### config.mk
export PLATFORM = sky130hd
export DESIGN_NAME = nv_byte_feeder
export DESIGN_NICKNAME = d
export VERILOG_FILES = /design/src/rtl/nv_ctrl_pkg.sv /design/src/rtl/nv_sync_fifo.sv /design/src/rtl/nv_byte_feeder.sv
export SDC_FILE = /design/constraint.sdc
export NUM_CORES = 1
export LEC_CHECK = 0
export CAP_MARGIN = 30
export CORE_MARGIN = 2
export CORE_UTILIZATION = 52
export DETAILED_ROUTE_END_ITERATION = 10
export HOLD_SLACK_MARGIN = 0.02
export PLACE_DENSITY = 0.8
export SYNTH_ARGS = -nofsm -noshare
export SYNTH_HDL_FRONTEND = slang
export SYNTH_HIERARCHICAL = 1
export SYNTH_SLANG_ARGS = --single-unit
### constraint.sdc
create_clock -name clk -period 3.5 [get_ports clk]
set_input_delay 0.875 -clock clk [delete_from_list [all_inputs] [get_ports clk]]
set_output_delay 0.875 -clock clk [all_outputs]
set_load 0.01 [all_outputs]
### src/rtl/nv_ctrl_pkg.sv
// Shared types and constants for the NV byte feeder: default byte width,
// transfer FSM states and the completed-transfer counter width.
package nv_ctrl_pkg;

  localparam int DATA_W_DEF = 8;
  localparam int CNT_W      = 16;

  typedef enum logic [2:0] {
    ST_IDLE,
    ST_START,
    ST_ARM,
    ST_WAIT,
    ST_GAP
  } state_t;

endpackage

### src/rtl/nv_sync_fifo.sv
// Single-clock FIFO with registered full/empty/level; rd_data shows the head
// entry combinationally so a pop and its data arrive in the same cycle.
module nv_sync_fifo #(
  parameter int DATA_W = 8,
  parameter int DEPTH  = 16
) (
  input  logic                     clk,
  input  logic                     reset,
  input  logic [DATA_W-1:0]        wr_data,
  input  logic                     wr_en,
  input  logic                     rd_en,
  output logic [DATA_W-1:0]        rd_data,
  output logic                     full,
  output logic                     empty,
  output logic [$clog2(DEPTH):0]   level
);

  localparam int AW = $clog2(DEPTH);
  localparam int LW = AW + 1;

  logic [DATA_W-1:0] mem [DEPTH];
  logic [AW-1:0]     wr_ptr;
  logic [AW-1:0]     rd_ptr;
  logic [LW-1:0]     level_nxt;
  logic              push;
  logic              pop;

  // A write into a full FIFO is dropped even if a pop frees a slot this cycle.
  assign push = wr_en && !full;
  assign pop  = rd_en && !empty;

  always_comb begin
    level_nxt = level;
    if (push && !pop) begin
      level_nxt = level + 1'b1;
    end else if (pop && !push) begin
      level_nxt = level - 1'b1;
    end
  end

  always_ff @(posedge clk or posedge reset) begin
    if (reset) begin
      wr_ptr <= '0;
      rd_ptr <= '0;
      level  <= '0;
      full   <= 1'b0;
      empty  <= 1'b1;
    end else begin
      if (push) wr_ptr <= wr_ptr + 1'b1;
      if (pop)  rd_ptr <= rd_ptr + 1'b1;
      level <= level_nxt;
      full  <= (level_nxt == LW'(DEPTH));
      empty <= (level_nxt == '0);
    end
  end

  always_ff @(posedge clk) begin
    if (push) mem[wr_ptr] <= wr_data;
  end

  assign rd_data = mem[rd_ptr];

endmodule

### src/rtl/nv_byte_feeder.sv
// Buffers controller bytes and feeds them one at a time to the Serializer over
// start/done, with an idle gap after each byte, a transfer counter and sticky errors.
module nv_byte_feeder
  import nv_ctrl_pkg::*;
#(
  parameter int DATA_W         = DATA_W_DEF,
  parameter int DEPTH          = 16,
  parameter int GAP_CYCLES     = 2,
  parameter int TIMEOUT_CYCLES = 1024
) (
  input  logic                     clk,
  input  logic                     reset,
  input  logic [DATA_W-1:0]        wr_data,
  input  logic                     wr_en,
  output logic                     full,
  output logic                     empty,
  output logic [$clog2(DEPTH):0]   level,
  output logic [DATA_W-1:0]        ser_data,
  output logic                     ser_start,
  input  logic                     ser_done,
  output logic                     busy,
  output logic [CNT_W-1:0]         bytes_sent,
  output logic                     err_overflow,
  output logic                     err_timeout,
  input  logic                     clr_err
);

  localparam int CNT_MAX = (TIMEOUT_CYCLES > GAP_CYCLES) ? TIMEOUT_CYCLES : GAP_CYCLES;
  localparam int TW      = $clog2(CNT_MAX + 1);
  localparam logic [TW-1:0] TO_LAST  = TW'(TIMEOUT_CYCLES - 1);
  localparam logic [TW-1:0] GAP_LAST = TW'((GAP_CYCLES > 0) ? GAP_CYCLES - 1 : 0);
  localparam state_t        POST_XFER = (GAP_CYCLES == 0) ? ST_IDLE : ST_GAP;

  state_t            state;
  logic [TW-1:0]     cnt;
  logic              pop;
  logic [DATA_W-1:0] fifo_dat;

  assign pop  = (state == ST_IDLE) && !empty;
  assign busy = (state != ST_IDLE) || !empty;

  nv_sync_fifo #(
    .DATA_W (DATA_W),
    .DEPTH  (DEPTH)
  ) u_fifo (
    .clk     (clk),
    .reset   (reset),
    .wr_data (wr_data),
    .wr_en   (wr_en),
    .rd_en   (pop),
    .rd_data (fifo_dat),
    .full    (full),
    .empty   (empty),
    .level   (level)
  );

  always_ff @(posedge clk or posedge reset) begin
    if (reset) begin
      state        <= ST_IDLE;
      cnt          <= '0;
      ser_data     <= '0;
      ser_start    <= 1'b0;
      bytes_sent   <= '0;
      err_overflow <= 1'b0;
      err_timeout  <= 1'b0;
    end else begin
      // Clear first so a same-cycle error event below overrides it.
      if (clr_err) begin
        err_overflow <= 1'b0;
        err_timeout  <= 1'b0;
      end
      if (wr_en && full) err_overflow <= 1'b1;

      ser_start <= 1'b0;
      case (state)
        ST_IDLE: begin
          if (!empty) begin
            ser_data  <= fifo_dat;
            ser_start <= 1'b1;
            state     <= ST_START;
          end
        end
        ST_START: begin
          cnt   <= '0;
          state <= ST_ARM;
        end
        ST_ARM: begin
          // Wait for the previous byte's done level to fall before looking for a new one.
          if (cnt == TO_LAST) begin
            err_timeout <= 1'b1;
            cnt         <= '0;
            state       <= POST_XFER;
          end else begin
            cnt <= cnt + 1'b1;
            if (!ser_done) state <= ST_WAIT;
          end
        end
        ST_WAIT: begin
          if (ser_done) begin
            bytes_sent <= bytes_sent + 1'b1;
            cnt        <= '0;
            state      <= POST_XFER;
          end else if (cnt == TO_LAST) begin
            err_timeout <= 1'b1;
            cnt         <= '0;
            state       <= POST_XFER;
          end else begin
            cnt <= cnt + 1'b1;
          end
        end
        ST_GAP: begin
          if (cnt == GAP_LAST) begin
            state <= ST_IDLE;
          end else begin
            cnt <= cnt + 1'b1;
          end
        end
        default: state <= ST_IDLE;
      endcase
    end
  end

endmodule
==> flow_summary.yaml <==
outcome:
  status: "complete, no violations"
synthesis:
  yosys.area.top_type: "edfxtp_1"
  synth_enable_flop_cells: 128
  yosysSeqAreaShare: 0.667
  yosys_register_bits: 184
  avgSynthCellArea_um2: 16.3
  syn-cell-area_um2: 7860
  synth.area.top_cells: "edfxtp_1 49%, dfrtp_1 18%, mux4_2 7.2%, mux4_1 2.3%, xnor2_1 2.3%"
  synthCells: 482
  synthFlopType: "edfxtp_1"
  synthArstFlopShare: 0.304
  synth_top_area_frac: 0.489
  syn-num-nets: 505
  ys_warn_count: 6
  synth_cell_type_count: 61
layout:
  nets: 559
  design_area_um2: 9060
  final_cell_mix: "128 x edfxtp_1, 54 x dfrtp_1, 47 x clkdlybuf4s50_1, 27 x nand2_1, 25 x mux4_2"
  synthToLayoutAreaGrowth_pct: 15.3
  utilization: 0.619
  antenna_cells: 0
  layout-drive-gt1-share: 0.160
  final_common_cell: "edfxtp_1"
hold_path:
  hold_start: "bytes_sent[15]"
  min_path_type: "reg -> reg"
  hold_path_depth: 1
grt:
  grt-ovfl-total: 0
  grt_antenna_before_repair: 0
  grt_pass1_wl_mm: 25.2
  grtUsageTotal: 0.211
  grt_pass1_vias: 4509
  grt_max_degree: 42
place:
  gp_congestion: 0.875
  dpl_cell_area_um2: 8510
  dp_slack_ps: 530
  io_buffers: 47
  post-dp-hpwl_mm: 10.8
worst_setup_path:
  crit_required_ps: 3590
  r2r-start: "u_fifo/rd_ptr[0]"
  critPathLaunchType: "primary input"
  critPathKind: "in -> reg"
  slowest_delay_ps: 690
  cp-end-kind: "flop"
  crit_arrival_ps: 2740
  ff2ff_path_depth: 5
  crit_path_top_delay_cell: "nor3b_1"
  crit_fanout: 8
  crit_chain: "clkdlybuf4s50_1 -> nand2b_1 -> nor3b_1 -> and2_1"
  cp-startpoint: "wr_en"
die:
  chipWidth_um: 127
  std_cell_rows: 44
  core-area_um2: 14600
  io_pins: 48
  die_area_um2: 16100
  initial_core_util: 0.537
  die_h_um: 127
pwr:
  p_per_area_nw_per_um2: 783
  p_leak_nw: 3.17
  vdd_drop_max_mv: 0.492
timing:
  hold_ws_ps: 484
  slew_violations: 0
  fin_crit_ps: 2650
  slew_headroom: 0.300
  setup_tns_ps: 0
  fin_ws_ps: 847
  max_freq_ghz: 0.377
  finalCritPeriodShare: 0.758
  hold_viol_final: 0
  fin_worst_skew_ps: 11.3
  rsz0062_at_grt: "no"
  tightest_slew_ps: 1040
  setup_viol: 0
cts:
  ctsHtreeMaxLevel: 4
  ctsResizeCount: 0
  cts.sinks: 184
  cts_tree: "yes"
  clk_pin_slew_ps: 60
  cts_setup_buffers: 0
  clockBufferDepth: 2
  cts_hold_buf: 0
  cts_buffers: 17
  clock_latency_ps: 430
  root_buffer: "clkbuf_16"
routing:
  antenna_left: 0
  routed_wl_mm: 16.1
  num_vias: 4529
  wl_per_cell_um: 22.0
  post-route-drc-count: 0
  dr.pass1.iters: 7
  drt_iter0_drc: 520
  vias_per_cell: 6.18
run:
  cap_viol_max_count: 0
[metrics by stage]
| stage | total power [mW] | cells |
|---|---|---|
| 2_1_floorplan | 4.59 | 482 |
| 3_3_place_gp | 5.17 | 700 |
| 3_5_place_dp | 5.30 | 701 |
| 4_1_cts | 7.13 | 733 |
| 5_1_grt | 7.43 | 733 |
| 6_report | 7.10 | 733 |
[worst max-delay path, delay by kind of cell]
family / cells / cell delay, ps
simple gates: 3 / 1360
buf+inv: 1 / 500
[path summary, 6_finish.rpt]
kind	to	slack [ps]
hold reg to reg	bytes_sent[15]	480
setup reg to reg	ser_data[7]	1110
min in group asynchronous	u_fifo/wr_ptr[2]	830
max in group asynchronous	ser_data[0]	2230
setup / recovery	u_fifo/mem[9][4]	850
hold / removal	bytes_sent[15]	480
[kinds of logic (layout without fill, tap and decap cells)]
| family | count (synthesis) | count (layout) | share of synthesized area |
|---|---|---|---|
| compound gates | 51 | 51 | 0.0512 |
| buf+inv | 32 | 99 | 0.0228 |
| flops | 184 | 184 | 0.667 |
| mux | 44 | 44 | 0.112 |
| fa+ha+maj | 10 | 10 | 0.0159 |
| simple gates | 137 | 137 | 0.104 |
| xor+xnor | 24 | 24 | 0.0277 |
[power by group]
group	switching, mW	internal [mW]
Sequential	0.393	2.68
Clock	0.814	0.997
Combinational	1.10	1.12
[final cells by class]
class,instances,area (µm²)
fill,1030,5580
clock inverter,11,115
timing repair buffer,54,543
clock buffer,21,440
tap,184,230
multi-input combinational,266,2440
inverter,13,48.8
sequential,184,5250
[synthesized netlist by cell type (5+ instances only)]
cell and number:
and2_1 19, a22oi_1 10, nor3_1 12, mux4_1 7, mux4_2 25, nor4_1 6, nand2b_1 5, buf_2 8
ha_1 10, o32ai_1 6, nor2b_1 8, nand4_1 9, o21ai_0 5, xnor2_1 21, nand3_1 11, nor2_1 16
mux2_2 8, nand2_1 27, dfrtp_1 55, inv_1 13, edfxtp_1 128
[flip-flops by register name (all words and copies together), names as in the netlist, 3 cells and up]
name	count
bytes_sent	16
cnt	11
ser_data	8
state	3
u_fifo/level	5
u_fifo/mem	128
u_fifo/rd_ptr	4
u_fifo/wr_ptr	4
[routing by layer]
| layer | track usage | share of wire | wire length (µm) |
|---|---|---|---|
| met5 | 0 | 0 | 0 |
| met4 | 0.0763 | 0.026 | 427 |
| met3 | 0.0616 | 0.066 | 1070 |
| met2 | 0.339 | 0.49 | 7940 |
| met1 | 0.280 | 0.42 | 6700 |
Power figures use the tool's default switching activity.
